--- config.mk ---
export PLATFORM = sky130hd
export DESIGN_NAME = line_buffer_feeder_flat
export DESIGN_NICKNAME = d
export VERILOG_FILES = /design/src/rtl/lb_pkg.sv /design/src/rtl/line_buffer_feeder_if.sv /design/src/rtl/lb_col_counter.sv /design/src/rtl/line_buffer_feeder.sv /design/src/flat_wrapper.sv
export SDC_FILE = /design/constraint.sdc
export NUM_CORES = 1
export LEC_CHECK = 0
export ABC_CLOCK_PERIOD_IN_PS = 2400
export BUFFER_PORTS_ARGS = -buffer_cell sky130_fd_sc_hd__buf_2
export CAP_MARGIN = 20
export CORE_MARGIN = 2
export CORE_UTILIZATION = 42
export CTS_BUF_LIST = sky130_fd_sc_hd__clkbuf_8
export CTS_CLUSTER_DIAMETER = 80
export DETAILED_ROUTE_END_ITERATION = 8
export PLACE_DENSITY = 0.67
export RECOVER_POWER = 50
export SETUP_SLACK_MARGIN = 0.15
export SYNTH_ARGS = -nofsm -noshare
export SYNTH_HDL_FRONTEND = slang
export SYNTH_SLANG_ARGS = --single-unit
--- constraint.sdc ---
create_clock -name clk -period 2.4 [get_ports clk]
set_input_delay 0.48 -clock clk [delete_from_list [all_inputs] [get_ports clk]]
set_output_delay 0.48 -clock clk [all_outputs]
set_load 0.01 [all_outputs]
--- src/rtl/lb_pkg.sv ---
// Definitions shared by the line buffer and its write-side feeder: state encoding,
// default address width and supported pixel widths.
package lb_pkg;

  typedef enum logic [2:0] {
    IDLE    = 3'd0,
    FILL    = 3'd1,
    STREAM  = 3'd2,
    DISCARD = 3'd3,
    RESYNC  = 3'd4
  } lb_state_e;

  localparam int LB_ADDR_WIDTH     = 14;
  localparam int LB_DATA_WIDTH_MIN = 8;
  localparam int LB_DATA_WIDTH_MAX = 32;

endpackage

--- src/rtl/line_buffer_feeder_if.sv ---
// Raster pixel stream into the line buffer feeder: valid/ready with sof/eol framing.
interface line_buffer_feeder_if #(
  parameter int DATA_WIDTH = 16
);
  logic                  s_valid;
  logic                  s_ready;
  logic [DATA_WIDTH-1:0] s_data;
  logic                  s_sof;
  logic                  s_eol;

  modport master (output s_valid, s_data, s_sof, s_eol, input s_ready);
  modport slave  (input s_valid, s_data, s_sof, s_eol, output s_ready);
endinterface

--- src/rtl/lb_col_counter.sv ---
// Column counter for one line: wraps after LINE_WIDTH-1 and flags the last column.
module lb_col_counter
  import lb_pkg::*;
#(
  parameter int LINE_WIDTH = 640,
  parameter int ADDR_WIDTH = LB_ADDR_WIDTH
) (
  input  logic                  clk,
  input  logic                  rst,
  input  logic                  inc,
  input  logic                  clr,
  output logic [ADDR_WIDTH-1:0] col,
  output logic                  last
);
  localparam logic [ADDR_WIDTH-1:0] LAST_COL = ADDR_WIDTH'(LINE_WIDTH - 1);

  assign last = (col == LAST_COL);

  always_ff @(posedge clk or posedge rst) begin
    if (rst) col <= '0;
    else if (clr || (inc && last)) col <= '0;
    else if (inc) col <= col + 1'b1;
  end
endmodule

--- src/rtl/line_buffer_feeder.sv ---
// Write-side front end of the line buffer: frames the pixel stream into line writes and
// tracks line fill. Define LB_FEEDER_STATS_EN to add frame/drop statistics outputs.
//
// state   | meaning
// IDLE    | waiting for sof; other beats dropped
// FILL    | writing lines, fewer than NUM_LINES-1 resident
// STREAM  | primed; read address follows the write column
// DISCARD | overlong line closed early, dropping beats up to its eol
// RESYNC  | mid-line sof held off one cycle while the partial line is closed
module line_buffer_feeder
  import lb_pkg::*;
#(
  parameter int DATA_WIDTH = 16,
  parameter int NUM_LINES  = 4,
  parameter int LINE_WIDTH = 640,
  parameter int ADDR_WIDTH = LB_ADDR_WIDTH
) (
  input  logic                  clk,
  input  logic                  rst,
  line_buffer_feeder_if.slave   s,
  output logic                  lb_we,
  output logic [ADDR_WIDTH-1:0] lb_wr_addr,
  output logic [DATA_WIDTH-1:0] lb_data,
  output logic                  lb_eol,
  output logic                  lb_ready,
  output logic                  window_valid,
  output logic                  primed,
  output logic                  err_short,
  output logic                  err_long,
  output logic                  err_sof
`ifdef LB_FEEDER_STATS_EN
  ,
  output logic [15:0]           stat_frames,
  output logic [15:0]           stat_drops
`endif
);
  localparam int CNT_W = $clog2(NUM_LINES + 1);
  localparam logic [CNT_W-1:0] PRIME_CNT = CNT_W'(NUM_LINES - 1);

  lb_state_e state, state_nxt, st_eff;
  logic ready_q;
  logic [ADDR_WIDTH-1:0] col;
  logic last_col, col_inc, col_clr;
  logic [CNT_W-1:0] line_cnt, cnt_nxt, base_cnt;
  logic primed_nxt, base_primed;
  logic sof_mid, accept, start, write, line_end;
  logic we_nxt, eol_nxt, rdy_nxt, set_short, set_long, set_sof, drop;

  lb_col_counter #(.LINE_WIDTH(LINE_WIDTH), .ADDR_WIDTH(ADDR_WIDTH)) u_col (
    .clk (clk),
    .rst (rst),
    .inc (col_inc),
    .clr (col_clr),
    .col (col),
    .last(last_col)
  );

  // A sof arriving mid-line is refused and the FSM takes the RESYNC branch for this cycle.
  assign sof_mid     = ready_q & s.s_valid & s.s_sof & (col != '0);
  assign st_eff      = sof_mid ? RESYNC : state;
  assign s.s_ready   = ready_q & ~sof_mid;
  assign accept      = s.s_valid & s.s_ready;
  assign start       = accept & s.s_sof;
  assign write       = accept & (s.s_sof | (state == FILL) | (state == STREAM));
  assign line_end    = s.s_eol | last_col;
  assign base_cnt    = start ? '0 : line_cnt;
  assign base_primed = start ? 1'b0 : primed;

  always_ff @(posedge clk or posedge rst) begin
    if (rst) state <= IDLE;
    else     state <= state_nxt;
  end

  always_comb begin
    state_nxt  = state;
    cnt_nxt    = line_cnt;
    primed_nxt = primed;
    we_nxt     = 1'b0;
    eol_nxt    = 1'b0;
    rdy_nxt    = 1'b0;
    col_inc    = 1'b0;
    col_clr    = 1'b0;
    set_short  = 1'b0;
    set_long   = 1'b0;
    set_sof    = 1'b0;
    drop       = 1'b0;
    case (st_eff)
      RESYNC: begin
        eol_nxt    = 1'b1;
        col_clr    = 1'b1;
        cnt_nxt    = '0;
        primed_nxt = 1'b0;
        set_sof    = 1'b1;
        state_nxt  = FILL;
      end
      default: begin
        if (write) begin
          we_nxt     = 1'b1;
          rdy_nxt    = base_primed;
          eol_nxt    = line_end;
          col_inc    = 1'b1;
          col_clr    = s.s_eol;
          set_short  = s.s_eol & ~last_col;
          set_long   = last_col & ~s.s_eol;
          cnt_nxt    = base_cnt;
          primed_nxt = base_primed;
          state_nxt  = base_primed ? STREAM : FILL;
          if (line_end && !base_primed) begin
            cnt_nxt = base_cnt + 1'b1;
            if (cnt_nxt == PRIME_CNT) begin
              primed_nxt = 1'b1;
              state_nxt  = STREAM;
            end
          end
          if (set_long) state_nxt = DISCARD;
        end else if (accept) begin
          drop = 1'b1;
          if (state == DISCARD && s.s_eol) state_nxt = primed ? STREAM : FILL;
        end
      end
    endcase
  end

  always_ff @(posedge clk or posedge rst) begin
    if (rst) begin
      ready_q      <= 1'b0;
      line_cnt     <= '0;
      primed       <= 1'b0;
      lb_we        <= 1'b0;
      lb_wr_addr   <= '0;
      lb_data      <= '0;
      lb_eol       <= 1'b0;
      lb_ready     <= 1'b0;
      window_valid <= 1'b0;
      err_short    <= 1'b0;
      err_long     <= 1'b0;
      err_sof      <= 1'b0;
    end else begin
      ready_q      <= 1'b1;
      line_cnt     <= cnt_nxt;
      primed       <= primed_nxt;
      lb_we        <= we_nxt;
      lb_eol       <= eol_nxt;
      lb_ready     <= rdy_nxt;
      window_valid <= lb_ready;
      if (we_nxt) begin
        lb_wr_addr <= col;
        lb_data    <= s.s_data;
      end
      err_short <= err_short | set_short;
      err_long  <= err_long | set_long;
      err_sof   <= err_sof | set_sof;
    end
  end

`ifdef LB_FEEDER_STATS_EN
  always_ff @(posedge clk or posedge rst) begin
    if (rst) begin
      stat_frames <= '0;
      stat_drops  <= '0;
    end else begin
      if (start && stat_frames != 16'hFFFF) stat_frames <= stat_frames + 16'd1;
      if (drop && stat_drops != 16'hFFFF) stat_drops <= stat_drops + 16'd1;
    end
  end
`else
  logic stats_unused;
  assign stats_unused = drop;
`endif
endmodule
--- src/flat_wrapper.sv ---
// flat-port wrapper written by rule: the top's interface ports become plain ports
module line_buffer_feeder_flat import lb_pkg::*;
#(
  parameter int DATA_WIDTH = 16,
  parameter int NUM_LINES  = 4,
  parameter int LINE_WIDTH = 640,
  parameter int ADDR_WIDTH = LB_ADDR_WIDTH
)
  (clk, rst, lb_we, lb_wr_addr, lb_data, lb_eol, lb_ready, window_valid, primed, err_short, err_long, err_sof, s_s_valid, s_s_data, s_s_sof, s_s_eol, s_s_ready);
  line_buffer_feeder_if #(.DATA_WIDTH(DATA_WIDTH)) s_i ();
  input  logic clk;
  input  logic rst;
  output logic lb_we;
  output logic [ADDR_WIDTH-1:0] lb_wr_addr;
  output logic [DATA_WIDTH-1:0] lb_data;
  output logic lb_eol;
  output logic lb_ready;
  output logic window_valid;
  output logic primed;
  output logic err_short;
  output logic err_long;
  output logic err_sof;
  input wire logic [$bits(s_i.s_valid)-1:0] s_s_valid;
  input wire logic [$bits(s_i.s_data)-1:0] s_s_data;
  input wire logic [$bits(s_i.s_sof)-1:0] s_s_sof;
  input wire logic [$bits(s_i.s_eol)-1:0] s_s_eol;
  output wire logic [$bits(s_i.s_ready)-1:0] s_s_ready;
  assign s_i.s_valid = s_s_valid;
  assign s_i.s_data = s_s_data;
  assign s_i.s_sof = s_s_sof;
  assign s_i.s_eol = s_s_eol;
  assign s_s_ready = s_i.s_ready;
  line_buffer_feeder #(.DATA_WIDTH(DATA_WIDTH), .NUM_LINES(NUM_LINES), .LINE_WIDTH(LINE_WIDTH), .ADDR_WIDTH(ADDR_WIDTH)) u_core (.clk(clk), .rst(rst), .s(s_i), .lb_we(lb_we), .lb_wr_addr(lb_wr_addr), .lb_data(lb_data), .lb_eol(lb_eol), .lb_ready(lb_ready), .window_valid(window_valid), .primed(primed), .err_short(err_short), .err_long(err_long), .err_sof(err_sof));
endmodule
# After elaboration in Yosys (flattened, before gate mapping)

Index checks and enable logic that the tools add are counted.
W data, S select, Z words.

Bits in registers: 59
Bits of input ports: 21
Output and inout bits: 39
Word-level logic and storage cells: 85

Add/sub/neg operators: 2
Equal/unequal tests: 6
Multiplexer cells: 34
Bitwise operators: 18
Reduce and logical (&&, ||, !) cells: 11

Operator list:

| operator                | number |
|---|---|
| $mux W3                 | 12 |
| $mux W14                | 2 |
| $mux W1                 | 18 |
| $add A14 B1 Y14 const B | 1 |
| $eq A14 B10 Y1 const B  | 1 |
| $reduce_bool A14 Y1     | 1 |
| $and A1 B1 Y1           | 9 |
| $eq A3 B2 Y1 const B    | 3 |
| $or A1 B1 Y1            | 6 |
| $reduce_bool A3 Y1      | 2 |
| $mux W2                 | 2 |
| $reduce_bool A2 Y1      | 2 |
| $add A3 B1 Y3 const B   | 1 |
| $eq A3 B1 Y1 const B    | 1 |
| $eq A3 B3 Y1 const B    | 1 |
| $logic_and A1 B1 Y1     | 3 |
| $not A1 Y1              | 3 |
| $reduce_and A2 Y1       | 1 |
| $logic_not A1 Y1        | 1 |
| $logic_or A1 B1 Y1      | 1 |

# Depth between registers and ports, before layout

Gate-level depths: netlist of run 1.

Word-level depth: 15
Mapped depth: 13
Gate-level depth less buffers: 12

# Cells and area by module

A second synthesis of run 1 with hierarchy kept.

Cell total of the unflattened synthesis: 214
Area total of the unflattened synthesis: 2603.7 sq um

By module, submodules not included:

| module             | instances | cells an instance | area an instance (sq um) | sequential area each (sq um) |
|---|---|---|---|---|
| line_buffer_feeder | 1         | 137               | 1849.3                   | 1101.1 |
| lb_col_counter     | 1         | 77                | 754.5                    | 350.3 |

# Worst setup path after synthesis of run 1

Ideal clock, no wire load.

Kind: register -> register
Start: register u_core.u_col.col[0]
End: register u_core.state[1]
Library setup time: 0.126 ns
Arrival time: 2.333 ns
Required time: 2.274 ns
Path slack: -0.059 ns
Stages on the path, launching flop included: 12
Path buffers: 1
Period minus slack after synthesis: 2.459 ns
Cell sequence: dfrtp_1 inv_1 ha_1 nor4b_2 nand4_2 or2_1 buf_6 and2_1 ha_1 xnor2_1 o21ai_0 a221o_1

Word-level cells in the longest chain between the ends: 14
Elaborated cells between the ends (all ways): 27
Classes of those cells: add/sub: 1; eq/ne: 3; mux: 9; bitwise: 8; reduce/logical: 6

RTL lines:

| item                   | line                      | RTL |
|---|---|---|
| start, declared        | lb_col_counter.sv:12      | `output logic [ADDR_WIDTH-1:0] col,` |
| start signal, assigned | lb_col_counter.sv:22      | `else if (inc) col <= col + 1'b1;` |
| $reduce_bool A14 Y1    | line_buffer_feeder.sv:59  | `assign sof_mid = ready_q & s.s_valid & s.s_sof & (col != '0);` |
| $and A1 B1 Y1          | line_buffer_feeder.sv:59  |  |
| $not A1 Y1             | line_buffer_feeder.sv:61  | `assign s.s_ready = ready_q & ~sof_mid;` |
| $and A1 B1 Y1          | line_buffer_feeder.sv:61  |  |
| $and A1 B1 Y1          | line_buffer_feeder.sv:62  | `assign accept = s.s_valid & s.s_ready;` |
| $and A1 B1 Y1          | line_buffer_feeder.sv:63  | `assign start = accept & s.s_sof;` |
| $mux W3                | line_buffer_feeder.sv:66  | `assign base_cnt = start ? '0 : line_cnt;` |
| $add A3 B1 Y3          | line_buffer_feeder.sv:109 | `cnt_nxt = base_cnt + 1'b1;` |
| $eq A3 B2 Y1           | line_buffer_feeder.sv:110 | `if (cnt_nxt == PRIME_CNT) begin` |
| $mux W3                | line_buffer_feeder.sv:110 |  |
| $mux W3                | line_buffer_feeder.sv:108 | `if (line_end && !base_primed) begin` |
| $mux W3                | line_buffer_feeder.sv:115 | `if (set_long) state_nxt = DISCARD;` |
| $mux W3                | line_buffer_feeder.sv:97  | `if (write) begin` |
| $mux W3                | line_buffer_feeder.sv:87  | `case (st_eff)` |
| end signal, assigned   | line_buffer_feeder.sv:71  | `else state <= state_nxt;` |
| end, declared          | line_buffer_feeder.sv:40  | `lb_state_e state, state_nxt, st_eff;` |

Parallel ways exist; a longest one is shown, timed or not.
A chain may end at the register's enable or synchronous reset.

# Worst setup path in the final report of run 1

Start: register u_core.u_col.col[0]
End: output port s_s_ready

Word-level cells in the longest chain between the ends: 4

RTL lines:

| item                | line                     | RTL |
|---|---|---|
| $reduce_bool A14 Y1 | line_buffer_feeder.sv:59 |  |
| $and A1 B1 Y1       | line_buffer_feeder.sv:59 |  |
| $not A1 Y1          | line_buffer_feeder.sv:61 |  |
| $and A1 B1 Y1       | line_buffer_feeder.sv:61 |  |
| end, declared       | flat_wrapper.sv:27       | `output wire logic [$bits(s_i.s_ready)-1:0] s_s_ready;` |

No other way between the ends.

==> metrics.txt, run 1 <==
most frequent cells after synthesis=dfrtp_1 (58), mux2_1 (30), nor2_1 (20), nand2_1 (13), xor2_1 (11); final wirelength=about 5.2 mm; max-slew violations=0; Avg Cell Area, Syn=approximately 12 um2; DIE AREA=about 0.0068 mm2; synth top area cells=dfrtp_1 (56%), mux2_1 (13%), xor2_1 (3.7%); root buf cell=clkbuf_8; Sw Ratio=0.327; Iteration-0 DRC Markers=52; CTS Buffer Depth=2; first-pass GRT wire length=roughly 8.4 mm; Initial Util=0.436; fill cell count=~540; final core occ=0.556; Die H=82.4 um; flop and latch count out of synthesis=between 50 and 60; Worst setup EP type=output pin; Post-synth EDFFs=0; Final min period=about 2.3 ns; Die X=between 80 and 90 um; Gate Count Post-Synth=210; Setup WS post-layout=about 0.075 ns; Clk pwr share=0.253; DRC=0; clk_lat worst skew=roughly 0.34 ns; Core ar.=around 0.0059 mm2; GRT Residual Overflow=0; fmax=430 MHz; post-detail-place hpwl=3.54 mm; Combinational Power Share=0.315; synthesized cell area=between 0.002 and 0.003 mm2; largest net degree at the start of global routing=39; DR vias/cell=4.98; max-cap viol count=0; DRT Pass-1 Iters=4; Max rail drop VDD=about 0.00047 V; routed length per instance=around 14 um; final instance count without filler cells=between 300 and 400; Reg clk slew, reported paths=roughly 0.06 ns; Async SR Flop Fraction=1.00; row cnt=28; FF-to-FF setup slack=around 0.12 ns; Setup-failing EPs final=0; status=finished clean; Hold Worst Slack=roughly 0.26 ns; Mapped Nets=~240; I/O Pins=60; unrepaired setup endpoints after global routing=yes; ANT nets after route=0; path type of the worst setup path=reg2out; Largest stage delay, worst path=between 0.3 and 0.4 ns; final net count=approximately 320; Synth cell types=39; worst clock skew=around 0.0086 ns; most frequent cell after synthesis=dfrtp_1; Area Overhead vs Synth=27.6%; cells along the critical path=inv_2 > ha_4 > nor4b_4 > nand4_2 > buf_6 > nand3_4 > buf_6 > and2_1 > buf_2; Clock Sink Count=58; Yosys warnings=0; CP arrival=about 1.8 ns; Post-synth top flop=dfrtp_1; relative slew slack=0.380; I/O Buffers=59; Hold Crit Class=in2async; P_int=between 2 and 2.5 mW; Inst Count DP=348; Tot Pwr=between 3 and 4 mW; dpl cell area=slightly above 0.003 mm2; ant diodes=0; critical path fanouts, max=2; final hold violation count=0; Critical Path RT=approximately 1.9 ns; pre-CTS setup slack=around 0.0047 ns; CTS buffer count=9; Flop pwr share=0.432; CP startpoint kind=flop; P per Cell Area=924 mW/mm2; initial antenna violation count=0; area leader, netlist=dfrtp_1; worst-margin pin slew=between 0.9 and 1 ns; share of layout cells above drive strength 1=0.325; CP max-delay cell=dfrtp_1; P_sw=~1000 uW; cts hold-fix bufs=0; post-synthesis sequential area ratio=0.563; Synth top area share=0.563; Sum Neg Setup Slack=0 ns; placer congestion estimate=~0.85; GRT Util Overall=0.166; H-tree lvl count=3; post-route cell area=approximately 0.0033 mm2; CP most frequent cell=buf_6; via count=between 1500 and 2000; vias in the first global route=roughly 1800; Final Cycle Share=0.969; CTS tree=done; LEAKAGE=approximately 1.6 nW
-- critical path: cells and delay by family, from the launching register on --
kind                     cells  cell delay, ns
AND/OR/NAND/NOR              4            0.54
buffers and inverters        4            0.46
flip-flops                   1            0.39
adder cells (fa/ha/maj)      1            0.12
-- cell families (layout without fill, tap and decap cells) --
| kind of cell | Yosys count | after routing | share of synthesized area |
|---|---|---|---|
| muxes | 30 | 30 | 0.131 |
| xor gates and xnor gates | 14 | 14 | 0.0475 |
| adders and majority gates | 4 | 4 | 0.0194 |
| buffers and inverters | 13 | 98 | 0.0315 |
| DFF | 58 | 58 | 0.563 |
| other | 1 | 1 | 0.00145 |
| AOI/OAI and AO/OA | 25 | 25 | 0.0664 |
| and+or+nand+nor | 65 | 65 | 0.140 |
-- routing by layer --
layer | track usage | vias to the layer above | wire (um)
li1 | - | 896 | -
met1 | 0.219 | 878 | 2470
met2 | 0.248 | 59 | 2300
met3 | 0.0565 | 8 | 351
met4 | 0.0700 | 0 | 65
met5 | 0 | - | 0
-- state kept, by name, summed over array words and instances, names as in the netlist --
name and count:
u_core.err_long 1, u_core.ready_q 1, u_core.lb_data 16, u_core.window_valid 1, u_core.u_col.col 14, u_core.lb_eol 1, u_core.lb_we 1, u_core.err_sof 1
u_core.lb_ready 1, u_core.err_short 1, u_core.line_cnt 3, u_core.lb_wr_addr 14, u_core.primed 1, u_core.state 2
-- what timing repair did --
action,CTS,global route
resized for setup,9,7
setup buffers,5,1
pin swaps,2,8
endpoints found under the setup margin,4,25
-- layout make-up --
class                      instances  area (um2)  share of cell area
clock buffer                      10         138              0.0418
clock inverter                     6        33.8              0.0103
inverter                           7        26.3             0.00798
multi-input combinational        139        1150               0.349
sequential                        58        1450               0.441
tap                               75        93.8              0.0285
timing repair buffer              75         399               0.121
-- power groups by stage --
stage                     Sequential [mW]  Combinational, mW  Clock, mW
after floorplan                      1.41              0.459          0
after global placement               1.32              0.833          0
after detailed placement             1.33              0.858          0
after CTS                            1.31              0.960      0.789
after global routing                 1.34               1.05      0.851
final                                1.31              0.957      0.771
-- placed cells by master, fill, tap and decap left out, types with 4 or more instances in the layout --
cell      count
clkbuf_1     17
buf_4        13
inv_1         4
inv_2         4
o21ai_1       6
nand3_1       7
nor2_1       20
nand2_1      12
buf_2        42
xor2_1       11
mux2_1       30
dfrtp_1      56
clkbuf_8     10
-- worst paths after layout --
path / cells after the start / end / from
worst max-delay path: 9 / s_s_ready / u_core.u_col.col[0]
worst min-delay path: 2 / u_core.err_sof / rst
worst max register to register: 10 / u_core.state[0] / u_core.u_col.col[0]
worst min register to register: 0 / u_core.window_valid / u_core.lb_ready
max in group asynchronous: 3 / u_core.u_col.col[3] / rst
min in group clk: 2 / u_core.lb_data[8] / s_s_data[8]
(Power assumes the default switching activity.)
==> run 2: changes to the inputs <==
ABC_AREA = 1   (was default)
RECOVER_POWER = default   (was 50)
==> run 2 against run 1 <==
  * Sequential share of layout area about the same
  * Power increased by 3.9%
  * First-iteration DRC count increased by 44%
  * Maximum frequency increased by 9.5%
  * Area after synthesis increased by 3.8%
  * Combinational power decreased by 4.8%
  * Die area increased by 3.7%
  * Worst setup slack improved by 0.20 ns
  * Utilization decreased by 3.0 points
  * Highest routed layer unchanged
  * Synthesized cell count increased by 46%
  * Sequential cell count unchanged
==> metrics.txt, run 2 <==
synthesized cell area=0.00268 mm2 (was 0.00258 mm2); met2 GRT Util=0.251 (was 0.248); Reg clk slew, reported paths=0.07 ns (was 0.06 ns); Hold Crit Class=in2async (unchanged); commonest non-fill, non-tap cell in the layout=nand2_1 (was dfrtp_1); row cnt=29 (was 28); Setup-failing EPs final=0 (unchanged); GR peak layer=met2 (unchanged); final hold violation count=0 (unchanged); ant diodes=0 (unchanged); initial antenna violation count=0 (unchanged); Yosys warnings=0 (unchanged); CP max-delay cell=dfrtp_1 (unchanged); fmax=471 MHz (was 430 MHz); H-tree lvl count=3 (unchanged); Die H=83.9 um (was 82.4 um); flop and latch count out of synthesis=58 (unchanged); via count=2118 (was 1841); critical path fanouts, max=3 (was 2); CP arrival=1.64 ns (was 1.84 ns); worst-margin pin slew=0.511 ns (was 0.931 ns); vias in the first global route=2079 (was 1781); Final Cycle Share=0.884 (was 0.969); post-synthesis sequential area ratio=0.542 (was 0.563); root buf cell=clkbuf_8 (unchanged); cts hold-fix bufs=0 (unchanged); Largest stage delay, worst path=0.41 ns (was 0.39 ns); Mapped Nets=331 (was 235); most frequent cells in the layout=nand2_1 (109), buf_2 (59), dfrtp_1 (58), nor2_1 (23), inv_1 (19) (was dfrtp_1 (56), buf_2 (42), mux2_1 (30), nor2_1 (20), clkbuf_1 (17)); P per Cell Area=962 mW/mm2 (was 924 mW/mm2); first-pass GRT wire length=9.32 mm (was 8.36 mm); Biggest register=u_core.lb_data (unchanged); CTS tree=done (unchanged); dpl cell area=0.00307 mm2 (was 0.00304 mm2); I/O Buffers=59 (unchanged); path type of the worst setup path=reg2out (unchanged); max-slew violations=0 (unchanged); CTS buffer count=9 (unchanged); Top Registers=u_core.lb_data x16, u_core.lb_wr_addr x14, u_core.u_col.col x14 (unchanged); post-route cell area=0.00328 mm2 (was 0.00329 mm2); most frequent cells after synthesis=nand2_1 (109), dfrtp_1 (58), nor2_1 (23), inv_1 (21), o21ai_1 (14) (was dfrtp_1 (58), mux2_1 (30), nor2_1 (20), nand2_1 (13), xor2_1 (11)); worst clock skew=0.00640 ns (was 0.00859 ns); Die X=83.9 um (was 82.4 um); Area Overhead vs Synth=22.6% (was 27.6%); post-detail-place hpwl=3.94 mm (was 3.54 mm); Async SR Flop Fraction=1.00 (unchanged); status=finished clean (unchanged); largest net degree at the start of global routing=38 (was 39); Final min period=2.12 ns (was 2.32 ns); Iteration-0 DRC Markers=75 (was 52); most frequent cell after synthesis=nand2_1 (was dfrtp_1); Post-synth EDFFs=0 (unchanged); relative slew slack=0.659 (was 0.380); placer congestion estimate=0.864 (was 0.850); max FFs per register=16 (unchanged); M3 GR Usage=0.0475 (was 0.0565); max-cap viol count=0 (unchanged); DRT Pass-1 Iters=4 (unchanged); GRT Residual Overflow=0 (unchanged); Max rail drop VDD=0.000465 V (was 0.000469 V); ANT nets after route=0 (unchanged); routed length per instance=11.8 um (was 14.0 um); Post-synth top flop=dfrtp_1 (unchanged); CP most frequent cell=inv_2 (was buf_6); Avg Cell Area, Syn=8.75 um2 (was 12.3 um2); DIE AREA=0.00703 mm2 (was 0.00679 mm2); GRT met1 Usage=0.224 (was 0.219); Synth cell types=39 (unchanged); cells along the critical path=inv_2 > ha_1 > nand3_2 > nor2_4 > nand2_1 > nand2_2 > inv_2 > nor2_1 > buf_2 (was inv_2 > ha_4 > nor4b_4 > nand4_2 > buf_6 > nand3_4 > buf_6 > and2_1 > buf_2); unrepaired setup endpoints after global routing=no (was yes); LEAKAGE=1.77 nW (was 1.60 nW); Gate Count Post-Synth=306 (was 210); Critical Path RT=1.92 ns (about the same); Clock Sink Count=58 (unchanged); DRC=0 (unchanged); synth top area cells=dfrtp_1 (54%), nand2_1 (15%), nor2_1 (3.2%) (was dfrtp_1 (56%), mux2_1 (13%), xor2_1 (3.7%)); area leader, netlist=dfrtp_1 (unchanged); FF-to-FF setup slack=0.41 ns (was 0.12 ns); final wirelength=5.37 mm (was 5.19 mm); I/O Pins=60 (unchanged); DR vias/cell=4.64 (was 4.98); Core ar.=0.00624 mm2 (was 0.00592 mm2); Initial Util=0.429 (was 0.436); share of layout cells above drive strength 1=0.309 (was 0.325); Sum Neg Setup Slack=0 ns (unchanged); Worst setup EP type=output pin (unchanged); GRT Util Overall=0.167 (was 0.166); CTS Buffer Depth=2 (unchanged); CP startpoint kind=flop (unchanged); Synth top area share=0.542 (was 0.563); final net count=399 (was 315); clk_lat worst skew=0.34 ns (about the same)
run 2: changes by cell type after synthesis, sizes merged, moves of 3 or more:
| cell | previous run | this run |
|---|---|---|
| nand3 | 8 | 14 |
| mux2 | 30 | 0 |
| nand2 | 14 | 116 |
| xor2 | 11 | 3 |
| o21ai | 9 | 16 |
| a21oi | 3 | 9 |
| inv | 7 | 31 |
| nor2 | 20 | 27 |
| and3 | 3 | 0 |
| xnor2 | 3 | 0 |
run 2: layer usage:
metal / up-vias / wire, um
met1: 965 / 2560
met2: 50 / 2430
met4: 0 / 106
met5: - / 0
li1: 1094 / -
met3: 9 / 273
run 2: metrics by stage:
step	std cells	hold WS, ns	setup slack [ns]	total power, mW	utilization
2_1_floorplan	306	0.416	0.492	1.96	-
3_3_place_gp	439	0.355	0.467	2.24	0.492
3_5_place_dp	439	0.366	0.397	2.27	0.492
4_1_cts	455	0.167	0.220	3.20	0.525
5_1_grt	456	0.198	0.151	3.38	0.526
6_report	456	0.166	0.277	3.16	0.526
run 2: final cells by class:
cell class / instances / area, um2
clock buffer: 11 / 151
clock inverter: 5 / 53.8
fill: 600 / 2960
inverter: 31 / 119
multi-input combinational: 210 / 1070
sequential: 58 / 1450
tap: 77 / 96.3
timing repair buffer: 64 / 345
run 2: path summary, 6_finish.rpt:
| kind | startpoint | to | cells after the start |
|---|---|---|---|
| worst max-delay path | u_core.u_col.col[1] | s_s_ready | 9 |
| worst min-delay path | rst | u_core.lb_data[10] | 2 |
| worst max register to register | u_core.u_col.col[1] | u_core.state[1] | 14 |
| worst min register to register | u_core.lb_ready | u_core.window_valid | 0 |
| max in group asynchronous | rst | u_core.u_col.col[4] | 3 |
| min in group clk | s_s_data[10] | u_core.lb_data[10] | 3 |
run 2: report_power, final:
part | switching (mW) | internal [mW]
Sequential | 0.138 | 1.20
Combinational | 0.542 | 0.370
Clock | 0.381 | 0.530
Total | 1.06 | 2.10
run 2: repair_timing:
action	in CTS	in global routing
setup buffers	0	1
endpoints found under the setup margin	0	1
gates resized for setup	0	2
run 2: cell families (layout without fill, tap and decap cells):
family | count (synthesis) | count (layout) | synth area share
other | 1 | 1 | 0.00140
buffers and inverters | 38 | 111 | 0.0598
flip-flops | 58 | 58 | 0.542
AO/OA/AOI/OAI | 34 | 34 | 0.0813
adder cells (fa/ha/maj) | 4 | 4 | 0.0187
AND/OR/NAND/NOR | 168 | 168 | 0.287
XOR/XNOR | 3 | 3 | 0.00981
run 2: critical path, delay by kind of cell, from the launching register on:
kind          cells  cell delay, ns
flops             1            0.41
buf+inv           3            0.27
simple gates      5            0.47
fa+ha+maj         1            0.15
==> run 3: changes to the inputs <==
ABC_CLOCK_PERIOD_IN_PS = 2050   (was 2400)
PLACE_DENSITY = default   (was 0.67)
clock period = 2.05 ns   (was 2.4 ns; I/O delays follow)
==> run 3 against run 2 <==
  * Highest routed layer unchanged
  * Worst setup slack got worse by 0.17 ns
  * First-iteration DRC count increased by 69%
  * Global-route usage is 1.5 points higher
  * Critical path type unchanged
  * Clock-buffer cell count decreased by 1
  * Sequential share of layout area decreased by 3.2 points
  * Sequential power up 17%
  * Utilization rose by 4.1 points
  * Sequential cell count unchanged
  * Clock skew grew 0.0037 ns
  * Non-clock buffer count rose by 23
  * Clock power about the same
  * Combinational power rose by 56%
==> metrics.txt, run 3 (same netlist as run 2, synthesis figures left out) <==
P_sw=1.39 mW (was 1.06 mW); post-detail-place hpwl=4.04 mm (was 3.94 mm); Area Overhead vs Synth=32.1% (was 22.6%); Final min period=~1.9 ns; Final Cycle Share=0.948; status=finished clean (unchanged); dpl cell area=0.00310 mm2 (was 0.00307 mm2); Core ar.=0.00624 mm2 (unchanged); clk_lat worst skew=0.34 ns (about the same); cts hold-fix bufs=0 (unchanged); ant diodes=0 (unchanged); Reg clk slew, reported paths=0.07 ns (about the same); Worst setup EP type=output pin (unchanged); Iteration-0 DRC Markers=127 (was 75); DRT Pass-1 Iters=4 (unchanged); fmax=515 MHz; share of layout cells above drive strength 1=0.373 (was 0.309); GRT Util Overall=0.182 (was 0.167); path type of the worst setup path=reg2out (unchanged); max-cap viol count=0 (unchanged); CP startpoint kind=flop (unchanged); routed length per instance=12.7 um (was 11.8 um); DIE AREA=0.00703 mm2 (unchanged); R2R cell count=15 (was 14); Max rail drop VDD=0.000553 V (was 0.000465 V); CTS buffer count=9 (unchanged); CP arrival=1.53 ns (was 1.64 ns); Initial Util=0.429 (unchanged); I/O Buffers=59 (unchanged); P_int=2.52 mW (was 2.10 mW); initial antenna violation count=0 (unchanged); final wirelength=6.06 mm (was 5.37 mm); post-route cell area=0.00354 mm2 (was 0.00328 mm2); CTS tree=done (unchanged); FF-to-FF setup slack=0.16 ns (was 0.41 ns); Sum Neg Setup Slack=0 ns (unchanged); placer congestion estimate=0.821 (was 0.864); RR Startpoint=u_core.u_col.col[0] (was u_core.u_col.col[1]); P per Cell Area=1100 mW/mm2 (was 962 mW/mm2); row cnt=29 (unchanged); Critical Path RT=1.64 ns (was 1.92 ns); H-tree lvl count=3 (unchanged); max FFs per register=16 (unchanged); Sw Ratio=0.355 (was 0.336); largest net degree at the start of global routing=59 (was 38); Flop pwr share=0.402 (was 0.424); Hold Worst Slack=0.112 ns (was 0.166 ns); Top Registers=u_core.lb_data x16, u_core.lb_wr_addr x14, u_core.u_col.col x14 (unchanged); commonest non-fill, non-tap cell in the layout=nand2_1 (unchanged); final hold violation count=0 (unchanged); vias in the first global route=2150 (was 2079); Clk pwr share=0.234 (was 0.288); Die H=83.9 um (unchanged); Biggest register=u_core.lb_data (unchanged); CTS Buffer Depth=2 (unchanged); final net count=422 (was 399); first-pass GRT wire length=10.1 mm (was 9.32 mm); LEAKAGE=1.90 nW (was 1.77 nW); worst clock skew=0.0101 ns (was 0.00640 ns); Clock Sink Count=58 (unchanged); Setup-failing EPs final=0 (unchanged); Die X=83.9 um (unchanged); I/O Pins=60 (unchanged); Hold Crit Class=in2async (unchanged); unrepaired setup endpoints after global routing=yes (was no); DRC=0 (unchanged); Combinational Power Share=0.363 (was 0.288); ANT nets after route=0 (unchanged); max-slew violations=0 (unchanged); terminus of the critical flop-to-flop path=u_core.state[1] (unchanged); via count=2273 (was 2118); GRT Residual Overflow=0 (unchanged); most frequent cells in the layout=nand2_1 (104), buf_2 (59), dfrtp_1 (58), buf_4 (25), nor2_1 (22) (was nand2_1 (109), buf_2 (59), dfrtp_1 (58), nor2_1 (23), inv_1 (19)); root buf cell=clkbuf_8 (unchanged); final core occ=0.567 (was 0.526); DR vias/cell=4.75 (was 4.64); critical path fanouts, max=2 (was 3)
run 3: changes by cell type in the layout (fill, tap and decap cells not counted), moves of 2 or more:
| cell | previous run | this run |
|---|---|---|
| buf_12 | 1 | 3 |
| buf_4 | 4 | 25 |
| clkinv_2 | 1 | 3 |
| ha_1 | 4 | 1 |
| ha_4 | 0 | 2 |
| inv_4 | 1 | 3 |
| nand2_1 | 109 | 104 |
| nand2_2 | 6 | 8 |
| nand2_4 | 1 | 4 |
| nand3_2 | 4 | 1 |
| nand3_4 | 1 | 4 |
run 3: through the flow:
| step | power [mW] | std cells | worst slack, ns |
|---|---|---|---|
| 2_1_floorplan | 2.29 | 306 | 0.212 |
| 3_3_place_gp | 2.65 | 441 | 0.195 |
| 3_5_place_dp | 2.68 | 441 | 0.114 |
| 4_1_cts | 3.71 | 466 | 0.142 |
| 5_1_grt | 4.16 | 479 | 0.0184 |
| 6_report | 3.90 | 479 | 0.107 |
run 3: cell type report:
class,count,area (um2)
Clock buffer,10,138
Clock inverter,6,33.8
Fill cell,593,2700
Inverter,31,124
Multi-Input combinational cell,210,1150
Sequential cell,58,1450
Tap cell,77,96.3
Timing Repair Buffer,87,543
run 3: how the worst max path moves through the flow:
stage | from | end | slack [ns] | cells past startpoint
floorplan | rst | u_core.err_long | 0.21 | 1
global placement | u_core.u_col.col[0] | u_core.state[1] | 0.19 | 14
detailed placement | u_core.u_col.col[0] | u_core.state[1] | 0.11 | 14
CTS | u_core.u_col.col[1] | s_s_ready | 0.14 | 9
global route | u_core.u_col.col[0] | s_s_ready | 0.02 | 9
finish | u_core.u_col.col[0] | s_s_ready | 0.11 | 9
run 3: metal layers:
metal	vias to the layer above	wire length, um	track usage	share of wire
li1	1151	-	-	-
met1	1053	2850	0.250	0.47
met2	54	2770	0.273	0.46
met3	15	293	0.0406	0.048
met4	0	143	0.0894	0.024
met5	-	0	0	0
run 3: repair_timing:
action / in CTS / in global routing
endpoints found under the setup margin: 4 / 42
buffers inserted: 9 / 13
resized for setup: 6 / 20
pin swaps: 2 / 9
run 3: worst max-delay path: stages (launching register included):
cell	delay, ns
dfrtp_1	0.39
inv_2	0.09
ha_4	0.15
nand3_4	0.08
nor2_4	0.13
nand2_2	0.05
nand2_2	0.07
inv_2	0.04
nor2_2	0.06
buf_2	0.12
run 3: power by group through the flow:
stage	combinational [mW]	clock [mW]	sequential (mW)
after global routing	1.57	0.989	1.61
after CTS	1.21	0.933	1.56
after floorplan	0.628	0	1.67
after detailed placement	1.09	0	1.59
final	1.42	0.914	1.57
after global placement	1.07	0	1.58
